### config.mk
export PLATFORM = sky130hd
export DESIGN_NAME = gray_counter_flat
export DESIGN_NICKNAME = d
export VERILOG_FILES = /design/src/rtl/gray_counter_if.sv /design/src/rtl/gray_counter.sv /design/src/flat_wrapper.sv
export SDC_FILE = /design/constraint.sdc
export NUM_CORES = 1
export LEC_CHECK = 0
export BUFFER_PORTS_ARGS = -buffer_cell sky130_fd_sc_hd__buf_2
export CAP_MARGIN = 25
export CORE_UTILIZATION = 25
export CTS_BUF_LIST = sky130_fd_sc_hd__clkbuf_8
export CTS_CLUSTER_DIAMETER = 200
export DETAILED_ROUTE_END_ITERATION = 12
export GPL_ROUTABILITY_DRIVEN = 0
export PLACE_DENSITY = 0.46
export SYNTH_ARGS = -nofsm -noshare
export SYNTH_HDL_FRONTEND = slang
export SYNTH_SLANG_ARGS = --single-unit
### constraint.sdc
create_clock -name clk -period 1.7 [get_ports clk]
set_input_delay 0.17 -clock clk [delete_from_list [all_inputs] [get_ports clk]]
set_output_delay 0.17 -clock clk [all_outputs]
set_load 0.01 [all_outputs]
### src/rtl/gray_counter_if.sv
// Bus bundle for the Gray counter: control strobes in, binary/Gray/terminal-count out.
interface gray_counter_if #(
    parameter int WIDTH = 4
);
    logic             en;
    logic             up;
    logic             sat;
    logic             load;
    logic [WIDTH-1:0] load_bin;
    logic [WIDTH-1:0] bin;
    logic [WIDTH-1:0] gray;
    logic             tc;

    modport master (
        output en, up, sat, load, load_bin,
        input  bin, gray, tc
    );

    modport slave (
        input  en, up, sat, load, load_bin,
        output bin, gray, tc
    );
endinterface

### src/rtl/gray_counter.sv
// Up/down binary counter with registered Gray-code image, wrap or saturate at the ends,
// synchronous load and a one-cycle terminal-count pulse on every boundary step.
module gray_counter #(
    parameter int WIDTH = 4
) (
    input  logic          clk,
    input  logic          rst_n,
    gray_counter_if.slave bus
);

    localparam logic [WIDTH-1:0] ZERO = {WIDTH{1'b0}};
    localparam logic [WIDTH-1:0] ONE  = {{(WIDTH-1){1'b0}}, 1'b1};
    localparam logic [WIDTH-1:0] MAX  = {WIDTH{1'b1}};

    function automatic logic [WIDTH-1:0] bin_to_gray(input logic [WIDTH-1:0] b);
        return b ^ (b >> 1);
    endfunction

    logic [WIDTH-1:0] bin_q;
    logic [WIDTH-1:0] bin_d;
    logic [WIDTH-1:0] gray_q;
    logic [WIDTH-1:0] gray_d;
    logic             tc_q;
    logic             tc_d;

    // Next-state: load beats enable; a step at an end either wraps or holds, and always raises tc.
    always_comb begin
        bin_d = bin_q;
        tc_d  = 1'b0;
        if (bus.load) begin
            bin_d = bus.load_bin;
        end else if (bus.en) begin
            if (bus.up) begin
                if (bin_q == MAX) begin
                    tc_d  = 1'b1;
                    bin_d = bus.sat ? bin_q : ZERO;
                end else begin
                    bin_d = bin_q + ONE;
                end
            end else begin
                if (bin_q == ZERO) begin
                    tc_d  = 1'b1;
                    bin_d = bus.sat ? bin_q : MAX;
                end else begin
                    bin_d = bin_q - ONE;
                end
            end
        end else begin
            bin_d = bin_q;
        end
        // Gray is derived from the next binary value so both flops always agree.
        gray_d = bin_to_gray(bin_d);
    end

    // State and output registers.
    always_ff @(posedge clk or negedge rst_n) begin
        if (!rst_n) begin
            bin_q  <= ZERO;
            gray_q <= ZERO;
            tc_q   <= 1'b0;
        end else begin
            bin_q  <= bin_d;
            gray_q <= gray_d;
            tc_q   <= tc_d;
        end
    end

    assign bus.bin  = bin_q;
    assign bus.gray = gray_q;
    assign bus.tc   = tc_q;

endmodule

### src/flat_wrapper.sv
// flat-port wrapper written by rule: the top's interface ports become plain ports
module gray_counter_flat 
#(
    parameter int WIDTH = 4
)
  (clk, rst_n, bus_en, bus_up, bus_sat, bus_load, bus_load_bin, bus_bin, bus_gray, bus_tc);
  gray_counter_if #(.WIDTH(WIDTH)) bus_i ();
  input  logic clk;
  input  logic rst_n;
  input wire logic [$bits(bus_i.en)-1:0] bus_en;
  input wire logic [$bits(bus_i.up)-1:0] bus_up;
  input wire logic [$bits(bus_i.sat)-1:0] bus_sat;
  input wire logic [$bits(bus_i.load)-1:0] bus_load;
  input wire logic [$bits(bus_i.load_bin)-1:0] bus_load_bin;
  output wire logic [$bits(bus_i.bin)-1:0] bus_bin;
  output wire logic [$bits(bus_i.gray)-1:0] bus_gray;
  output wire logic [$bits(bus_i.tc)-1:0] bus_tc;
  assign bus_i.en = bus_en;
  assign bus_i.up = bus_up;
  assign bus_i.sat = bus_sat;
  assign bus_i.load = bus_load;
  assign bus_i.load_bin = bus_load_bin;
  assign bus_bin = bus_i.bin;
  assign bus_gray = bus_i.gray;
  assign bus_tc = bus_i.tc;
  gray_counter #(.WIDTH(WIDTH)) u_core (.clk(clk), .rst_n(rst_n), .bus(bus_i));
endmodule
* After elaboration in Yosys (flattened, before gate mapping)
Index checks and enable logic that the tools add are counted.
Operators by class: add/sub/neg operators 2, eq/ne operators 1, magnitude comparators 0, bitwise logic cells 1, shift operators 0, divide/modulo/power cells 0, multiply operators 0, muxes and demuxes 12, reductions and logical operators 1
Operators with widths (number):
- $mux 4 | 7
- $mux 1 | 5
- $add 4x1->4 const B | 1
- $eq 4x4->1 const B | 1
- $logic_not 4->1 | 1
- $sub 4x1->4 const B | 1
- $xor 4x3->4 | 1
Word-level totals: bits in read-only memories 0, bits in latches 0, logic and storage cells 20, memories 0, output and inout port bits 9, bits of input ports 10, flip-flop bits (word level) 9, RAM bits 0

* Longest topological paths before layout
Gate-level depths: netlist (run 1).
word-level depth 6, depth in mapped cells 7, gate-level depth less buffers 7

* Least setup slack after synthesis (run 1)
OpenSTA, ideal clock, no wires.
path kind register to register, from register u_core.bin_q[1] (netlist: u_core.bus.bin[1]), to register u_core.gray_q[0] (netlist: u_core.bus.gray[0]), setup slack -0.188 ns, data arrival time 1.750 ns, data required time 1.562 ns, period minus slack after synthesis 1.888 ns, cell stages (with the launch flop) 8, cells stage by stage dfrtp_1 -> inv_1 -> ha_1 -> or4b_4 -> o211a_1 -> nor2_1 -> o31ai_2 -> xor2_1
On the way: longest elaborated chain between the ends 6, elaborated cells on any way between the ends 12, those cells by class 2 x add/sub; 1 x eq/ne; 7 x mux; 1 x bitwise; 1 x reduce/logical
RTL lines:
- start: declaration | line gray_counter.sv:19 | logic [WIDTH-1:0] bin_q;
- start signal: assignment | line gray_counter.sv:62 | bin_q <= bin_d;
- $eq 4x4->1 / $logic_not 4->1 (equally long branches) | line gray_counter.sv:34, gray_counter.sv:41
- $mux 4, on equally long branches | line gray_counter.sv:34, gray_counter.sv:41
- $mux 4 * | line gray_counter.sv:33 | if (bus.up) begin
- $mux 4 * | line gray_counter.sv:32 | end else if (bus.en) begin
- $mux 4 * | line gray_counter.sv:30 | if (bus.load) begin
- net u_core.bin_d[0] | line gray_counter.sv:20 | logic [WIDTH-1:0] bin_d;
- $xor 4x3->4 * | line gray_counter.sv:16 | return b ^ (b >> 1);
- net u_core.gray_d[0] | line gray_counter.sv:22 | logic [WIDTH-1:0] gray_d;
- end signal: assignment | line gray_counter.sv:63 | gray_q <= gray_d;
- end: declaration | line gray_counter.sv:21 | logic [WIDTH-1:0] gray_q;
Mark *: on every way through the listed nets, which the timed path passes. The rest lies on a longest branch.

* Worst setup path after layout (run 1)
Ends and elaborated chain as after synthesis.

==> results summary, run 1 <==
The data required time of the critical path came out at between 1500 and 2000 ps. The number of vias in the routed layout is roughly 630. STA classifies the critical path endpoint as a flip-flop. Across all hold checks on the routed design, the worst slack comes to ~190 ps. After the last flow step, the layout net total stands at about 120.

The die outline height came out at about 51 um. The overall global routing resource usage came out at between 10% and 20%. In this run the critical register-to-register path is launched from u_core.bus.bin[1].

The upper clock frequency limit is between 500 and 600 MHz. The portion of total power attributed to the clock network is between 20% and 30%. In this run the horizontal extent of the chip is around 50 um. The post-route netlist has between 50 and 60% of its cells at a drive strength greater than 1. Counting along the longest clock path gives a buffer depth of 2.

The post-synthesis average cell area is 9.113 um^2. The transition time at the pin with the least slew margin is 309.6 ps. The clock skew is roughly 2.8 ps. The number of rows created at floorplan came out at 17. The smallest setup slack after layout is -60.17 ps.

The count of input and output buffers came out at 18. The first-pass iteration count of the detailed router is 4. The endpoint identified for the worst register-to-register timing path is u_core.bus.gray[0]. The starting density of the core came out at between 20% and 30%. The commonest non-fill, non-tap cell in the layout is sky130_fd_sc_hd__buf_2. The placed wire-length estimate is roughly 1200 um.

STA classifies the critical path startpoint as a flip-flop. The final reports fail on setup timing. After detailed routing, the number of vias per cell comes to slightly below 5. The root buffer cell chosen for the clock tree is sky130_fd_sc_hd__clkbuf_8.

The most used flip-flop cell after synthesis is sky130_fd_sc_hd__dfrtp_1. Summing all non-filler instances in the final layout gives an area of between 900 and 1000 um^2. The count of routing violations after the opening detailed-route iteration came out at 10.

The instance area at placement came out at 812.0 um^2. The number of pins with negative max-slew slack in the final report came to 0. The detailed-route DRC error count came out at 0. The post-synthesis cell type count came out at 34.

Ranked by total cell area, the synthesized netlist is headed by sky130_fd_sc_hd__dfrtp_1, sky130_fd_sc_hd__mux2i_1, sky130_fd_sc_hd__inv_1. The data arrival time of the worst path is around 1900 ps. Of the total power, registers draw slightly below 30%. The wire length reported by the detailed router is between 1500 and 2000 um. The layout overhead on the synthesized area is 57.38%. The post-synthesis async set-or-reset flop share came out at 100.0%. The number of register bits inferred by synthesis is 8. Once detail routing completed, the nets flagged for antenna violations numbered 0. The hold violation count in the final report is 0.

The min-delay analysis places its worst path in the category primary input to flip-flop. The core region is around 2300 um^2. The top cell types in the final layout, fill and taps aside, are sky130_fd_sc_hd__buf_2, sky130_fd_sc_hd__buf_4, sky130_fd_sc_hd__inv_1, sky130_fd_sc_hd__nand2_1, sky130_fd_sc_hd__dfrtp_1. The max-cap check violation count is 0. Summing the sequential cell areas from Yosys gives ~33% of the chip area. The number of top-level pins came out at 19. The switching power is 267.1 uW. The largest total area in the synthesized netlist belongs to sky130_fd_sc_hd__dfrtp_1. The maximum vdd ir drop came out at approximately 0.00057 V. The total power consumption of the routed design is 824.2 uW. The number of flops mapped to enable cells by yosys is 0. The number of CTS-inserted buffers is 3. The final critical path takes up 103.5% of the cycle. The worst hold path terminates at u_core.bus.bin[0]. The shortest clock period the worst path allows after layout came out at about 1800 ps. The combinational group share of total power is between 40% and 50%. At the later pin of the worst-skew pair, clock insertion delay measures 230 ps.

Setup repair after global routing could not meet its margin everywhere. Setup violations remaining at the end of the flow were counted as 1. The number of warnings reported in the yosys synthesis log came out at 0. The total congestion overflow came out at 0. The share of Yosys cell area claimed by the top area cell type is between 30% and 40%. In this run the most critical hold path is launched from bus_load_bin[0]. TritonCTS built the clock tree. 0 antenna diodes ended up in the layout. The cell count after placement came out at 121.

The maximum net fanout on the critical path came out at 4. In this run the number of H-tree levels came out at 1. Power spread over the standard cell area amounts to around 860 nW/um^2. The die covers 2644 um^2. The via count of the first global-routing pass came out at 597. Leaving out filler cells and counting taps, the final layout contains 130. The critical path is of the flip-flop to flip-flop type. The hold path depth is 3.

The internal power of the cells totals 557.1 uW. The wire length of the first global-routing pass is approximately 2600 um. After clock tree synthesis, the clock-pin slew on the worst setup and hold paths is 40 ps. The cell leakage power is 0.0004489 uW. The setup check on the worst reg-to-reg path leaves a slack of -60 ps.

The number of sinks handled by clock tree synthesis is 8. The number of cells on the worst reg-to-reg path came out at 7. The cell count after synthesis is 67. The detailed-route wire length per cell is approximately 12 um. The initial antenna violation count came out at 0. The net count after synthesis came out at between 70 and 80. The switching power as a share of total power came out at between 30% and 40%. Entering global routing, the biggest net connects 12 pins. Headroom to the max-slew limit came out at 79.33%.

The flow ran to the end, but the final reports show violations. The post-synth design cell area came out at 610.6 um^2.
area by class of cell:
| cell class | instances | area, um^2 |
|---|---|---|
| clock buffer | 3 | 41.29 |
| fill | 244 | 1294 |
| sequential | 8 | 203.9 |
| inverter | 7 | 26.28 |
| timing repair buffer | 36 | 227.7 |
| tap | 28 | 35.03 |
| multi-input combinational | 47 | 422.9 |
| clock inverter | 1 | 3.754 |
through the flow:
step | setup TNS (ps) | setup WS [ps] | utilization (%)
3_5_place_dp | -224.7 | -86.70 | 36.02
4_1_cts | -91.95 | -91.95 | 38.79
5_1_grt | -255.2 | -127.5 | 42.62
3_3_place_gp | -185.5 | -71.70 | 36.02
2_1_floorplan | -118.1 | -118.1 | -
6_report | -60.17 | -60.17 | 42.62
state kept, by name (all words and copies together), names as in the netlist:
register         flops
u_core.bus.tc        1
u_core.bus.bin       4
u_core.bus.gray      3
worst max-delay path by stage:
stage	start	endpoint	slack (ps)
after floorplan	u_core.bus.bin[1]	u_core.bus.gray[0]	-120
after global placement	u_core.bus.bin[1]	u_core.bus.gray[0]	-70
after detailed placement	u_core.bus.bin[1]	u_core.bus.gray[0]	-90
after CTS	u_core.bus.bin[0]	u_core.bus.gray[0]	-90
after global routing	u_core.bus.bin[1]	u_core.bus.gray[0]	-130
final	u_core.bus.bin[1]	u_core.bus.gray[0]	-60
kinds of logic (layout without fill, tap and decap cells):
| logic type | after synthesis | count (layout) | synth area share, % |
|---|---|---|---|
| and+or+nand+nor | 22 | 22 | 20.29 |
| AOI/OAI and AO/OA | 16 | 16 | 20.90 |
| buffers and inverters | 12 | 47 | 11.06 |
| DFF | 8 | 8 | 32.79 |
| muxes | 4 | 4 | 6.558 |
| xor gates and xnor gates | 3 | 3 | 4.304 |
| adders and majority gates | 2 | 2 | 4.098 |
what timing repair did:
item,4_1_cts,5_1_grt
endpoints found under the hold margin,8,0
setup endpoints to repair,3,6
buffers inserted,0,4
resized for setup,2,10
hold buffers,1,0
pin swaps,4,7
critical path, cell delays in order (launching register included):
cell                      delay, ps
sky130_fd_sc_hd__dfrtp_2        410
sky130_fd_sc_hd__inv_2           70
sky130_fd_sc_hd__ha_4           140
sky130_fd_sc_hd__or4b_4         470
sky130_fd_sc_hd__o211a_1        230
sky130_fd_sc_hd__nor2_2          90
sky130_fd_sc_hd__o31ai_2         80
sky130_fd_sc_hd__xor2_1         150
layer usage:
metal / up-vias / GRT usage (%) / part of all wire (%)
met5: - / 0 / 0
met4: 0 / 2.703 / 0
met3: 0 / 3.571 / 2.1
met2: 9 / 22.51 / 52
met1: 307 / 17.06 / 45
li1: 309 / - / -
Yosys cell counts, types with 3 or more instances:
library cell	count
sky130_fd_sc_hd__o21ai_0	3
sky130_fd_sc_hd__mux2i_1	4
sky130_fd_sc_hd__inv_1	7
sky130_fd_sc_hd__dfrtp_1	8
sky130_fd_sc_hd__nand2_1	5
sky130_fd_sc_hd__nor2_1	4
power groups by stage:
| stage | logic, uW | registers, uW | clock network (uW) |
|---|---|---|---|
| floorplan | 157 | 265 | 0 |
| global placement | 299 | 244 | 0 |
| detailed placement | 298 | 246 | 0 |
| CTS | 304 | 245 | 242 |
| global route | 381 | 246 | 256 |
| finish | 348 | 243 | 233 |
No activity file was read; power rests on OpenSTA's default activity.
==> inputs of run 2 (changes only) <==
Settings changed: SKIP_LAST_GASP set to 1.
==> results summary, run 2 (synthesized netlist as in run 1, its figures left out) <==
The largest net degree at the start of global routing came to 12 (unchanged). The total power consumption of the routed design was 823.5 uW (about the same). The die outline height came out at 51.42 um (unchanged). The count of antenna-violating nets left after detailed routing was 0 (unchanged). The max-cap check violation count came to 0 (unchanged). The detailed-route wire length per cell is 12.36 um (-0.12%). The number of CTS-inserted buffers came out at 3 (unchanged).

The shortest clock period the worst path allows after layout is 1768 ps (+8.082 ps). The cell count after placement is 121 (unchanged). The width of the die came out at 51.42 um (unchanged). The initial antenna violation count was 0 (unchanged).

The die area is 2644 um^2 (unchanged). The nature of the critical path startpoint is a flip-flop. The placed wire-length estimate is 1202 um (unchanged).

The endpoint of the worst-slack reg-to-reg timing path is u_core.bus.gray[0]. Setup repair after global routing could not meet its margin everywhere. The worst-case headroom to the max-slew limit was 79.33% (unchanged).

The slack of the worst reg-to-reg path is -70 ps (about the same). The type of the most critical hold path is primary input to flip-flop. TritonCTS built the clock tree.

STA classifies the critical path endpoint as a flip-flop. The maximum net fanout on the critical path is 4 (unchanged). The most critical setup path has its startpoint at u_core.bus.bin[1].

The cell leakage power came out at 0.0004489 uW (about the same). The count of routing violations after the opening detailed-route iteration came to 10 (unchanged). The startpoint of the most critical register-to-register path is u_core.bus.bin[1]. The layout overhead on the synthesized area was 57.38% (unchanged).

The run finished, with violations left. The number of top-level pins came out at 19 (unchanged). The clock-pin slew on the worst setup and hold paths was 40 ps (about the same). The share of the clock period used by the worst path came out at 104.0% (+0.48 points). The detailed-route DRC error count is 0 (unchanged).

The number of buffers on the longest clock path is 2 (unchanged). The count of input and output buffers came out at 18 (unchanged). The cell area power density is 857.0 nW/um^2 (about the same). The number of cells on the worst reg-to-reg path is 7 (unchanged). Leaving out fill and tap cells, the most frequent cells in the layout are sky130_fd_sc_hd__buf_2, sky130_fd_sc_hd__buf_4, sky130_fd_sc_hd__inv_1, sky130_fd_sc_hd__nand2_1, sky130_fd_sc_hd__dfrtp_1. The via count of the first global-routing pass came out at 597 (unchanged). The worst-skew pair later-pin latency came to 230 ps (about the same). The number of flip-flops under the largest register name is 4 (unchanged).

The wire length reported by the detailed router came out at 1607 um (-0.12%). The core box area is 2255 um^2 (unchanged). The final cell count without fillers came out at 130 (unchanged).

The overall global routing resource usage is 13.39% (unchanged). The data required time of the critical path was 1800 ps (about the same). The number of nets in the layout is 115 (unchanged). The number of vias in the routed layout came out at 623 (-0.32%). The upper clock frequency limit came to 565.5 MHz (-0.46%).

The total number of H-tree levels is 1 (unchanged). The total setup violations reported at the end of the flow is 1 (unchanged). The clock skew came out at 2.257 ps (-0.5186 ps).

The proportion of layout cells with a drive suffix above 1 came out at 55.88% (unchanged). The wire length of the first global-routing pass is 2615 um (unchanged). The total congestion overflow came out at 0 (unchanged). The number of fillers in the final layout is 244 (unchanged). The number of rows created at floorplan was 17 (unchanged).

The starting density of the core is 27.08% (unchanged). The smallest setup slack after layout came to -68.25 ps (-8.082 ps). The post-detailed-route via-to-cell ratio is 4.792 (-0.32%). The number of pins with negative max-slew slack in the final report came out at 0 (unchanged). The hold violation count in the final report was 0 (unchanged). The checks that failed: setup timing. The transition time at the pin with the least slew margin is 309.6 ps (unchanged). The area occupied by multi-input gates is 422.9 um^2 (unchanged). The antenna cell count came out at 0 (unchanged). The type of the worst setup path is flip-flop to flip-flop. The data arrival time of the worst path was 1870 ps (about the same). The number of sinks handled by clock tree synthesis came out at 8 (unchanged).

The first-pass iteration count of the detailed router came out at 4 (unchanged). In this run the worst setup path terminates at u_core.bus.gray[0]. The commonest non-fill, non-tap cell in the layout is sky130_fd_sc_hd__buf_2. In this run the clock root is driven by a sky130_fd_sc_hd__clkbuf_8. The maximum vdd ir drop came out at 0.0005708 V (-0.44%). The storage element area is 203.9 um^2 (unchanged).
==> run 2: cell type report <==
class	instances	area share [%]
clock inverters	1	0.3906
well taps	28	3.646
flip-flops and latches	8	21.22
multi-input cells	47	44.01
clock buffers	3	4.297
inverters	7	2.734
repair buffers	36	23.70
==> run 2: critical path, stage by stage (launching register included) <==
cell	delay, ps
sky130_fd_sc_hd__dfrtp_2	410
sky130_fd_sc_hd__inv_2	70
sky130_fd_sc_hd__ha_4	140
sky130_fd_sc_hd__or4b_4	470
sky130_fd_sc_hd__o211a_1	230
sky130_fd_sc_hd__nor2_2	90
sky130_fd_sc_hd__o31ai_2	80
sky130_fd_sc_hd__xor2_1	150
==> run 2: worst min path at each step <==
stage	slack (ps)	endpoint	start	cells past startpoint
2_1_floorplan	-130	u_core.bus.bin[0]	rst_n	0
3_3_place_gp	20	u_core.bus.tc	rst_n	1
3_5_place_dp	30	u_core.bus.tc	rst_n	1
4_1_cts	180	u_core.bus.bin[0]	bus_load_bin[0]	3
5_1_grt	200	u_core.bus.bin[0]	bus_load_bin[0]	3
6_report	190	u_core.bus.bin[0]	bus_load_bin[0]	3
==> run 2: where the power goes <==
| part | leakage, uW | switching, uW | total (uW) | internal (uW) |
|---|---|---|---|---|
| sequential | 0.0000938 | 19.7 | 243 | 224 |
| combinational | 0.000328 | 171 | 348 | 177 |
| clock | 0.0000269 | 75.7 | 232 | 156 |
| total | 0.000449 | 266 | 824 | 557 |
==> run 2: timing repair <==
item                                    in CTS  in global routing
hold endpoints to repair                     8                  0
hold buffers                                 1                  0
endpoints found under the setup margin       3                  6
pin swaps                                    3                  8
buffers inserted                             0                  4
gates resized for setup                      2                 10
==> run 2: stage by stage <==
stage	setup WS (ps)	hold slack [ps]	util [%]	TNS (ps)	instance area, um^2
3_5_place_dp	-86.70	25.64	36.02	-224.7	812.0
2_1_floorplan	-118.1	-125.6	-	-118.1	630.6
3_3_place_gp	-71.70	21.41	36.02	-185.5	812.0
5_1_grt	-133.1	196.1	42.62	-260.7	960.9
4_1_cts	-99.63	180.5	38.79	-99.63	874.6
6_report	-68.25	188.8	42.62	-68.25	960.9
==> run 2: per-layer routing <==
| metal | track usage [%] | routed length (um) | up-vias |
|---|---|---|---|
| li1 | - | - | 308 |
| met1 | 17.06 | 733 | 306 |
| met2 | 22.51 | 839 | 9 |
| met3 | 3.571 | 34 | 0 |
| met4 | 2.703 | 0 | 0 |
| met5 | 0 | 0 | - |
